[config.mk]
export PLATFORM = sky130hd
export DESIGN_NAME = uart_rx_buffered
export DESIGN_NICKNAME = d
export VERILOG_FILES = /design/src/rtl/uart_pkg.sv /design/src/rtl/uart_byte_fifo.sv /design/src/rtl/uart_rx_buffered.sv
export SDC_FILE = /design/constraint.sdc
export NUM_CORES = 1
export LEC_CHECK = 0
export BUFFER_PORTS_ARGS = -buffer_cell sky130_fd_sc_hd__buf_4
export CORE_MARGIN = 2
export CORE_UTILIZATION = 40
export DETAILED_ROUTE_END_ITERATION = 6
export RECOVER_POWER = 100
export SYNTH_ARGS = -nofsm -noshare
export SYNTH_HDL_FRONTEND = slang
export SYNTH_SLANG_ARGS = --single-unit
[constraint.sdc]
create_clock -name clk -period 2.92 [get_ports clk]
set_clock_uncertainty 0.15 [all_clocks]
set_input_delay 0 -clock clk [delete_from_list [all_inputs] [get_ports clk]]
set_output_delay 0 -clock clk [all_outputs]
set_load 0.1 [all_outputs]
[src/rtl/uart_pkg.sv]
// Shared types and helpers for the buffered UART receiver.
package uart_pkg;

  typedef enum logic [2:0] {
    IDLE,
    START,
    DATA,
    PARITY,
    STOP
  } rx_state_e;

  typedef enum logic [1:0] {
    PAR_NONE = 2'd0,
    PAR_EVEN = 2'd1,
    PAR_ODD  = 2'd2
  } parity_e;

  // System clocks per serial bit.
  function automatic int unsigned clk_per_bit(input int unsigned clk_hz, input int unsigned baud);
    return clk_hz / baud;
  endfunction

endpackage

[src/rtl/uart_byte_fifo.sv]
// Synchronous first-word-fall-through FIFO; head word, count and status flags are registered.
module uart_byte_fifo #(
  parameter int unsigned WIDTH = 8,
  parameter int unsigned DEPTH = 16
) (
  input  logic                   clk,
  input  logic                   rst_n,
  input  logic                   push,
  input  logic [WIDTH-1:0]       push_data,
  output logic                   full,
  input  logic                   pop,
  output logic [WIDTH-1:0]       pop_data,
  output logic                   empty,
  output logic [$clog2(DEPTH):0] count
);

  localparam int unsigned PTR_W = $clog2(DEPTH);
  localparam int unsigned CNT_W = PTR_W + 1;

  logic [WIDTH-1:0] mem [DEPTH];
  logic [PTR_W-1:0] wr_ptr;
  logic [PTR_W-1:0] rd_ptr;
  logic [PTR_W-1:0] rd_ptr_nxt_c;
  logic             pop_ok_c;
  logic             push_ok_c;
  logic [CNT_W-1:0] count_nxt_c;
  logic [WIDTH-1:0] head_nxt_c;

  // A full FIFO still accepts a push when the head is leaving in the same cycle.
  assign pop_ok_c     = pop && !empty;
  assign push_ok_c    = push && (!full || pop_ok_c);
  assign rd_ptr_nxt_c = rd_ptr + PTR_W'(1);

  always_comb begin
    count_nxt_c = count;
    if (push_ok_c && !pop_ok_c) begin
      count_nxt_c = count + CNT_W'(1);
    end else if (!push_ok_c && pop_ok_c) begin
      count_nxt_c = count - CNT_W'(1);
    end
  end

  // Next head word: the following entry on pop, or the incoming word when it becomes the only entry.
  always_comb begin
    head_nxt_c = pop_data;
    if (pop_ok_c) begin
      head_nxt_c = (count == CNT_W'(1)) ? push_data : mem[rd_ptr_nxt_c];
    end else if (push_ok_c && empty) begin
      head_nxt_c = push_data;
    end
  end

  always_ff @(posedge clk) begin
    if (push_ok_c) begin
      mem[wr_ptr] <= push_data;
    end
  end

  always_ff @(posedge clk or negedge rst_n) begin
    if (!rst_n) begin
      wr_ptr   <= '0;
      rd_ptr   <= '0;
      count    <= '0;
      full     <= 1'b0;
      empty    <= 1'b1;
      pop_data <= '0;
    end else begin
      if (push_ok_c) begin
        wr_ptr <= wr_ptr + PTR_W'(1);
      end
      if (pop_ok_c) begin
        rd_ptr <= rd_ptr_nxt_c;
      end
      count    <= count_nxt_c;
      full     <= (count_nxt_c == CNT_W'(DEPTH));
      empty    <= (count_nxt_c == '0);
      pop_data <= head_nxt_c;
    end
  end

endmodule

[src/rtl/uart_rx_buffered.sv]
// Buffered UART receiver: synchroniser, 3-sample majority vote, framing FSM, sticky errors, FWFT FIFO.
// Optional parity stage is built when UART_RX_PARITY_EN is defined.
module uart_rx_buffered
  import uart_pkg::*;
#(
  parameter int unsigned CLK_HZ     = 100_000_000,
  parameter int unsigned BAUD       = 115_200,
  parameter int unsigned DATA_BITS  = 8,
  parameter int unsigned STOP_BITS  = 1,
  parameter int unsigned FIFO_DEPTH = 16
) (
  input  logic                        clk,
  input  logic                        rst_n,
  input  logic                        rx,
  input  logic [1:0]                  cfg_parity,
  output logic [DATA_BITS-1:0]        m_data,
  output logic                        m_valid,
  input  logic                        m_ready,
  output logic [$clog2(FIFO_DEPTH):0] fifo_count,
  output logic                        busy,
  output logic                        frame_err,
  output logic                        parity_err,
  output logic                        overrun_err,
  input  logic                        err_clr
);

  localparam int unsigned CPB   = clk_per_bit(CLK_HZ, BAUD);
  localparam int unsigned HALF  = CPB / 2;
  localparam int unsigned CNT_W = $clog2(CPB);
  localparam int unsigned IDX_W = $clog2(DATA_BITS);

  logic                 sync1;
  logic                 sync2;
  logic                 prev;
  rx_state_e            state;
  logic [CNT_W-1:0]     cnt;
  logic [IDX_W-1:0]     bit_idx;
  logic                 stop_idx;
  logic [DATA_BITS-1:0] shreg;
  logic                 smp_a;
  logic                 smp_b;
  logic                 stop_bad;
  logic                 par_bad;

  logic vote_c;
  logic at_vote_c;
  logic end_bit_c;
  logic last_stop_c;
  logic par_on_c;
  logic pop_c;
  logic last_vote_c;
  logic good_c;
  logic push_c;
  logic frame_evt_c;
  logic overrun_evt_c;
  logic fifo_full;
  logic fifo_empty;

  // Metastability guard plus the previous-sample flop for start-edge detection.
  always_ff @(posedge clk or negedge rst_n) begin
    if (!rst_n) begin
      sync1 <= 1'b1;
      sync2 <= 1'b1;
      prev  <= 1'b1;
    end else begin
      sync1 <= rx;
      sync2 <= sync1;
      prev  <= sync2;
    end
  end

  assign at_vote_c   = (cnt == CNT_W'(HALF + 1));
  assign end_bit_c   = (cnt == CNT_W'(CPB - 1));
  assign vote_c      = (smp_a & smp_b) | (smp_a & sync2) | (smp_b & sync2);
  assign last_stop_c = (stop_idx == 1'(STOP_BITS - 1));

`ifdef UART_RX_PARITY_EN
  logic par_exp_c;
  assign par_on_c  = (cfg_parity == PAR_EVEN) || (cfg_parity == PAR_ODD);
  assign par_exp_c = (^shreg) ^ (cfg_parity == PAR_ODD);
`else
  logic unused_cfg;
  assign par_on_c   = 1'b0;
  assign unused_cfg = ^cfg_parity;
`endif

  // Frame outcome is decided on the vote cycle of the last stop bit.
  assign pop_c         = m_valid && m_ready;
  assign last_vote_c   = (state == STOP) && at_vote_c && last_stop_c;
  assign good_c        = last_vote_c && vote_c && !stop_bad && !par_bad;
  assign push_c        = good_c && (!fifo_full || pop_c);
  assign overrun_evt_c = good_c && fifo_full && !pop_c;
  assign frame_evt_c   = (state == STOP) && at_vote_c && !vote_c;

  always_ff @(posedge clk or negedge rst_n) begin
    if (!rst_n) begin
      state    <= IDLE;
      busy     <= 1'b0;
      cnt      <= '0;
      bit_idx  <= '0;
      stop_idx <= 1'b0;
      shreg    <= '0;
      smp_a    <= 1'b0;
      smp_b    <= 1'b0;
      stop_bad <= 1'b0;
      par_bad  <= 1'b0;
    end else begin
      if (cnt == CNT_W'(HALF - 1)) begin
        smp_a <= sync2;
      end
      if (cnt == CNT_W'(HALF)) begin
        smp_b <= sync2;
      end
      case (state)
        IDLE: begin
          cnt <= '0;
          if (prev && !sync2) begin
            state    <= START;
            busy     <= 1'b1;
            stop_bad <= 1'b0;
            par_bad  <= 1'b0;
          end
        end
        START: begin
          // A start bit that votes high was a glitch: back to IDLE silently.
          if (at_vote_c && vote_c) begin
            state <= IDLE;
            busy  <= 1'b0;
            cnt   <= '0;
          end else if (end_bit_c) begin
            state   <= DATA;
            cnt     <= '0;
            bit_idx <= '0;
          end else begin
            cnt <= cnt + CNT_W'(1);
          end
        end
        DATA: begin
          if (at_vote_c) begin
            shreg <= {vote_c, shreg[DATA_BITS-1:1]};
          end
          if (end_bit_c) begin
            cnt <= '0;
            if (bit_idx == IDX_W'(DATA_BITS - 1)) begin
              state    <= par_on_c ? PARITY : STOP;
              stop_idx <= 1'b0;
            end else begin
              bit_idx <= bit_idx + IDX_W'(1);
            end
          end else begin
            cnt <= cnt + CNT_W'(1);
          end
        end
`ifdef UART_RX_PARITY_EN
        PARITY: begin
          if (at_vote_c) begin
            par_bad <= (vote_c != par_exp_c);
          end
          if (end_bit_c) begin
            state <= STOP;
            cnt   <= '0;
          end else begin
            cnt <= cnt + CNT_W'(1);
          end
        end
`endif
        STOP: begin
          // Leave at the last stop vote so the next start edge is caught half a bit early.
          if (at_vote_c) begin
            if (!vote_c) begin
              stop_bad <= 1'b1;
            end
            if (last_stop_c) begin
              state <= IDLE;
              busy  <= 1'b0;
              cnt   <= '0;
            end else begin
              cnt <= cnt + CNT_W'(1);
            end
          end else if (end_bit_c) begin
            cnt      <= '0;
            stop_idx <= 1'b1;
          end else begin
            cnt <= cnt + CNT_W'(1);
          end
        end
        default: begin
          state <= IDLE;
          busy  <= 1'b0;
          cnt   <= '0;
        end
      endcase
    end
  end

  // Sticky flags: a new event in the same cycle as err_clr keeps the flag set.
  always_ff @(posedge clk or negedge rst_n) begin
    if (!rst_n) begin
      frame_err   <= 1'b0;
      overrun_err <= 1'b0;
    end else begin
      frame_err   <= frame_evt_c | (frame_err & ~err_clr);
      overrun_err <= overrun_evt_c | (overrun_err & ~err_clr);
    end
  end

`ifdef UART_RX_PARITY_EN
  always_ff @(posedge clk or negedge rst_n) begin
    if (!rst_n) begin
      parity_err <= 1'b0;
    end else begin
      parity_err <= (last_vote_c & par_bad) | (parity_err & ~err_clr);
    end
  end
`else
  assign parity_err = 1'b0;
`endif

  assign m_valid = !fifo_empty;

  uart_byte_fifo #(
    .WIDTH (DATA_BITS),
    .DEPTH (FIFO_DEPTH)
  ) u_fifo (
    .clk       (clk),
    .rst_n     (rst_n),
    .push      (push_c),
    .push_data (shreg),
    .full      (fifo_full),
    .pop       (pop_c),
    .pop_data  (m_data),
    .empty     (fifo_empty),
    .count     (fifo_count)
  );

endmodule
==> results of run 1 <==
==> power by group through the flow <==
stage | Sequential [uW] | Combinational (uW) | Clock, uW
3_5_place_dp | 3200 | 2390 | 0
4_1_cts | 3150 | 2400 | 2240
6_report | 3140 | 2250 | 2190
2_1_floorplan | 3760 | 1300 | 0
5_1_grt | 3170 | 2410 | 2340
3_3_place_gp | 3190 | 2380 | 0
==> logic make-up (layout without fill, tap and decap cells) <==
group | Yosys count | after routing
buffers and inverters | 31 | 90
xor gates and xnor gates | 20 | 20
other | 1 | 1
adders and majority gates | 14 | 14
AOI/OAI and AO/OA | 58 | 58
and+or+nand+nor | 119 | 119
DFF | 185 | 185
muxes | 52 | 52
==> synth_stat cells, types with 2 or more instances <==
| master | instances |
|---|---|
| nand4_1 | 4 |
| and2b_1 | 3 |
| nor2_2 | 2 |
| dfrtp_1 | 53 |
| nor2b_1 | 7 |
| and4_1 | 2 |
| xor2_1 | 9 |
| buf_4 | 4 |
| nor2_1 | 37 |
| a21oi_1 | 19 |
| buf_6 | 4 |
| mux4_2 | 32 |
| clkbuf_1 | 5 |
| buf_2 | 6 |
| nor3b_2 | 2 |
| nand3_1 | 7 |
| nor3_1 | 5 |
| nand2b_1 | 5 |
| inv_1 | 11 |
| a21o_1 | 2 |
| mux2i_1 | 8 |
| a31oi_1 | 2 |
| a31o_2 | 2 |
| a211oi_1 | 16 |
| ha_1 | 13 |
| mux2_2 | 11 |
| xnor2_1 | 10 |
| nand2_1 | 27 |
| o21ai_0 | 3 |
| edfxtp_1 | 128 |
| dfstp_2 | 4 |
| and3_1 | 4 |
==> through the flow <==
stage	hold slack, ps	power (uW)	setup WS, ps	cells	area [um2]
finish	82.57	7581	213.5	804	8864
global route	73.37	7922	62.78	804	8864
detailed placement	-40.47	5595	295.3	768	8408
floorplan	-445.6	5062	128.5	480	7848
CTS	53.48	7794	262.9	804	9016
global placement	-42.11	5570	341.1	768	8408
==> final timing paths <==
check / cells after the start / end
setup / recovery: 7 / u_fifo.empty$_DFF_PN1_
hold / removal: 2 / sync1$_DFF_PN1_
setup reg to reg: 7 / u_fifo.empty$_DFF_PN1_
hold reg to reg: 0 / sync2$_DFF_PN1_
max in group asynchronous: 2 / u_fifo.rd_ptr[0]$_DFFE_PN0P_
min in group asynchronous: 2 / u_fifo.pop_data[7]$_DFFE_PN0P_
==> critical path: stages (launching register included) <==
cell	delay, ps
dfrtp_1	430
ha_1	290
nor3b_2	280
nand4_4	200
or2_0	420
mux2i_4	260
xor2_1	180
nor4_1	370
==> area by class of cell <==
cell class	count	area [um2]
clock buffer	19	432.9
clock inverter	13	135.1
fill	1696	10470
inverter	11	45.04
multi-input combinational	264	2369
sequential	185	5276
tap	265	331.6
timing repair buffer	47	274.0
==> cells in the final DEF (no fill, tap or decap), drive strengths merged, types with 2 or more instances in the layout <==
cell,count
a21oi,20
nor4,2
a21o,3
nand3,8
buf,6
inv,16
a31o,2
nor3,5
a211oi,17
nand4,5
and2b,3
and3,4
nand2b,5
clkbuf,56
xor2,10
mux2i,9
nor2,39
o21ai,4
nor3b,4
dfrtp,53
a31oi,2
mux2,11
edfxtp,128
dfstp,4
ha,13
nor2b,7
nand2,28
xnor2,10
dlygate4sd3,4
and4,2
mux4,32
clkinvlp,2
clkinv,5
==> layer usage <==
layer  up-vias  share of wire, %
met5         -                 0
met2        57                49
li1       1923                 -
met4         0               1.1
met1      2134                46
met3         8               3.4
==> registers in the layout, summed over array words and instances, names as in the netlist, 3 cells and up <==
name	count
u_fifo.pop_data	8
u_fifo.wr_ptr	4
shreg	8
bit_idx	3
u_fifo.mem	128
cnt	10
state	3
u_fifo.rd_ptr	4
u_fifo.count	5
==> timing repair <==
| item | 4_1_cts | 5_1_grt |
|---|---|---|
| gates resized for setup | 0 | 0 |
| hold endpoints to repair | 62 | 0 |
| hold buffers | 4 | 0 |
==> flow_metrics.tcl, run 1 <==
set metrics [dict create \
    fin_tns_setup_ps 0 \
    root_buffer "clkbuf_16" \
    pin_count 25 \
    yosys-mux-area-fraction_pct 12.08 \
    crit_start "cnt[0]$_DFF_PN0_" \
    ys_seq_elements 185 \
    vdd_ir_drop_max_uv 546.0 \
    synth_top_family_by_area "multiplexers" \
    tightest_slew_ps 1502 \
    synth-edff-count 128 \
    sequentialPowerShare_pct 41.4 \
    synth_area_leader_cell "edfxtp_1" \
    ant_nets 0 \
    port_buffers 21 \
    period_needed_ps 2707 \
    drive_gt1_share_pct 21.89 \
    slew-limit-headroom_pct -0.1483 \
    htreeDepth 4 \
    grt_setup_unrepaired "false" \
    syn_nets 500 \
    grt_pass1_wl_mm 23.18 \
    gr-usage-met3_pct 3.113 \
    dp_hpwl_mm 9.454 \
    overflow 0 \
    syn_area_per_cell_um2 16.34 \
    diodes 0 \
    clk_path_buf_depth 2 \
    antenna_found_initial 0 \
    die_h_um 144.0 \
    synthArstFlopShare_pct 30.81 \
    busiest_layer "met2" \
    die_area_um2 20750 \
    holdCritStartpoint "rx" \
    first_iter_violations 186 \
    vias 4122 \
    grt_use_met2_pct 24.71 \
    power.share.combinational_pct 29.6 \
    p_per_area_nw_per_um2 855.3 \
    wl_per_cell_um 18.11 \
    ys_types 65 \
    clock-sinks 185 \
    maxSlewViolCount 43 \
    hp-class "in -> reg" \
    syn_area_um2 7844 \
    cp-start-kind "register" \
    drc 0 \
    fin_nets 546 \
    initial_core_util_pct 40.57 \
    drt-total-wl_mm 14.56 \
    viasPerCell 5.127 \
    die_w_um 144.0 \
    fin_crit_sh_pct 92.69 \
    grt_pass1_vias 4240 \
    netlist_instances 480 \
    hold_viol_final 0 \
    synth_xor_area_share_pct 2.329 \
    area_delta_synth_final_pct 13.00 \
    track_usage_pct 15.04 \
    p_sw_uw 2756 \
    cp.required_ps 3080 \
    fmax_mhz 369.5 \
    cts_made_buffers 17 \
    insertion_delay_ps 420 \
    cts_tree "done" \
    crit_arrival_ps 2860 \
    cts_setup_buffers 0 \
    power_frac_clock_pct 28.9 \
    synthAdderAreaFrac_pct 2.217 \
    synthTopCellsByArea "edfxtp_1 49%, dfrtp_1 17%, mux4_2 9.2%, ha_1 2.1%, nor2_1 1.8%" \
    place.gp.congestion 0.7649 \
    synth_top_area_share_pct 49.00 \
    reg2reg_from "cnt[0]$_DFF_PN0_" \
    power.leakage_uw 0.003537 \
    ff2ff_setup_slack_ps 210 \
    swShare_pct 36.35 \
    status "finished, violations left" \
    path_clk_slew_ps 70 \
    grt_start_max_net_pins 58 \
    core-area_um2 19330 \
    synthSimpleGateAreaFrac_pct 8.582 \
    crit_path_end_kind "register" \
    use_met1_pct 20.32 \
    final_util_pct 45.84 \
    rows 51 \
    firstDrtPassIters 4 \
    cp_max_fo 6 \
    intPower_uw 4826 \
    setup_viol 0 \
    drv_cap 1 \
    synthFlopType "edfxtp_1" \
    violations "capacitance limit, slew limit" \
    ys_seq_area_share_pct 67.25 \
    critical_path_class "reg -> reg" \
    synth_compound_area_share_pct 5.344 \
    yosys_warnings 0 \
]
(Power assumes the default switching activity.)
==> run 2, diff against run 1 <==
CTS_BUF_LIST = sky130_fd_sc_hd__clkbuf_8   (was unset)
==> flow_metrics.tcl, run 2 (synthesized netlist as in run 1, its figures left out) <==
set metrics [dict create \
    hp-class "reg -> reg" \
    holdCritStartpoint "sync1$_DFF_PN1_" \
    hold_viol_final 0 \
    violations "capacitance limit, slew limit" \
    setup_slack_ps 220.2 \
    insertion_delay_ps 460 \
    track_usage_pct 15.04 \
    crit_path_max_incr_delay_ps 440 \
    overflow 0 \
    fill_cells 1724 \
    core-area_um2 19330 \
    clock-sinks 185 \
    fin_nets 547 \
    reg2reg_from "cnt[0]$_DFF_PN0_" \
    drt-total-wl_mm 14.59 \
    htreeDepth 4 \
    power.leakage_uw 0.003462 \
    top_register "u_fifo.mem" \
    grt_setup_unrepaired "false" \
    placed_area_um2 8408 \
    rows 51 \
    place.gp.congestion 0.7649 \
    cp.required_ps 2910 \
    wl_per_cell_um 18.13 \
    dp_hpwl_mm 9.454 \
    drv_cap 1 \
    diodes 0 \
    pin_count 25 \
    tightest_slew_ps 1501 \
    crit_slowest_cell "dfrtp_1" \
    maxSlewViolCount 38 \
    finish.instance_area_um2 8688 \
    port_buffers 21 \
    drc 0 \
    path_clk_slew_ps 100 \
    slew-limit-headroom_pct -0.04907 \
    grt_start_max_net_pins 58 \
    whs_endpoint "sync2$_DFF_PN1_" \
    grt_pass1_wl_mm 23.09 \
    cp_max_fo 8 \
    p_per_area_nw_per_um2 808.0 \
    fin_crit_sh_pct 92.46 \
    vdd_ir_drop_max_uv 554.5 \
    initial_core_util_pct 40.57 \
    cp_cell_sequence "ha_1, nor3b_2, nand4_4, a211oi_4, nand2_1, nor3_1, clkbuf_2" \
    area_delta_synth_final_pct 10.77 \
    die_area_um2 20750 \
    min_path_cells 0 \
    final_cell_mix "128 x edfxtp_1, 52 x dfrtp_1, 39 x nor2_1, 32 x mux4_2, 27 x nand2_1" \
    drive_gt1_share_pct 22.04 \
    status "finished, violations left" \
    cts_tree "done" \
    clk_path_buf_depth 2 \
    ff2ff_setup_slack_ps 220 \
    antenna_found_initial 0 \
    crit_arrival_ps 2690 \
    critical_path_class "reg -> reg" \
    viasPerCell 5.148 \
    r2r_end "u_fifo.mem[3][6]$_DFFE_PP_" \
    top_regs "u_fifo.mem x128, cnt x10" \
    root_buffer "clkbuf_8" \
    place_ws_ps 295.3 \
    vias 4144 \
    cts_made_buffers 17 \
    grt_pass1_vias 4231 \
    setup_viol 0 \
    firstDrtPassIters 4 \
    period_needed_ps 2700 \
    first_iter_violations 195 \
    fin_tns_setup_ps 0 \
    ant_nets 0 \
    largest_register_ffs 128 \
    die_h_um 144.0 \
    cp-start-kind "register" \
    fmax_mhz 370.4 \
    rr_worst_depth 7 \
    die_w_um 144.0 \
    crit_path_end_kind "register" \
    final_common_cell "edfxtp_1" \
]
[run 2: cell types whose count changed in the layout (fill, tap and decap cells not counted)]
cell           before  now
nor4_1              1    0
clkbuf_1           21   19
clkbuf_8            0   17
dlygate4sd3_1       4    5
inv_1              10   12
clkbuf_16          17    0
nor4_2              0    1
[run 2: routing by layer]
layer / wire [um] / vias up / track usage, %
met5: 0 / - / 0
met3: 630 / 9 / 3.510
met4: 148 / 0 / 4.180
met1: 6644 / 2134 / 20.33
met2: 7169 / 81 / 24.54
li1: - / 1920 / -
[run 2: how the worst max path moves through the flow]
stage                     start                         end  slack (ps)  cells past startpoint
2_1_floorplan  cnt[0]$_DFF_PN0_  u_fifo.mem[3][0]$_DFFE_PP_         130                      6
3_3_place_gp   cnt[0]$_DFF_PN0_  u_fifo.mem[3][6]$_DFFE_PP_         340                      7
3_5_place_dp   cnt[0]$_DFF_PN0_  u_fifo.mem[0][0]$_DFFE_PP_         300                      7
4_1_cts        cnt[0]$_DFF_PN0_  u_fifo.mem[0][5]$_DFFE_PP_         250                      7
5_1_grt        cnt[0]$_DFF_PN0_  u_fifo.mem[0][2]$_DFFE_PP_          60                      7
6_report       cnt[0]$_DFF_PN0_  u_fifo.mem[3][6]$_DFFE_PP_         220                      7
[run 2: worst max-delay path, delay by kind of cell, from the launching register on]
family	cells	cell delay [ps]
buf+inv	1	250
flops	1	440
simple gates	4	890
fa+ha+maj	1	290
compound gates	1	350
[run 2: area by class of cell]
| type | count | area [um2] | share of cell area, % |
|---|---|---|---|
| clock inverters | 15 | 142.6 | 1.642 |
| inverters | 11 | 45.04 | 0.5184 |
| flip-flops and latches | 185 | 5276 | 60.73 |
| well taps | 265 | 331.6 | 3.816 |
| multi-input cells | 264 | 2375 | 27.33 |
| clock buffers | 17 | 234.0 | 2.693 |
| repair buffers | 48 | 284.0 | 3.269 |
[run 2: metrics by stage]
stage	utilization, %	total power (uW)	std cells	hold slack, ps
finish	44.94	7021	805	218.9
global placement	43.49	5570	768	-42.11
global route	44.94	7354	805	227.0
floorplan	-	5062	480	-445.6
CTS	45.69	7224	805	4.224
detailed placement	43.49	5595	768	-40.47
[run 2: report_power, final]
| group | leakage (uW) | switching [uW] | total (uW) | internal [uW] |
|---|---|---|---|---|
| Clock | 0.000198 | 919 | 1610 | 694 |
| Sequential | 0.00223 | 200 | 3140 | 2940 |
| Combinational | 0.00104 | 1580 | 2270 | 684 |
[run 2: timing repair]
action,CTS,global route
setup buffers,0,0
hold buffers,5,0
gates resized for setup,0,0
endpoints found under the hold margin,62,0
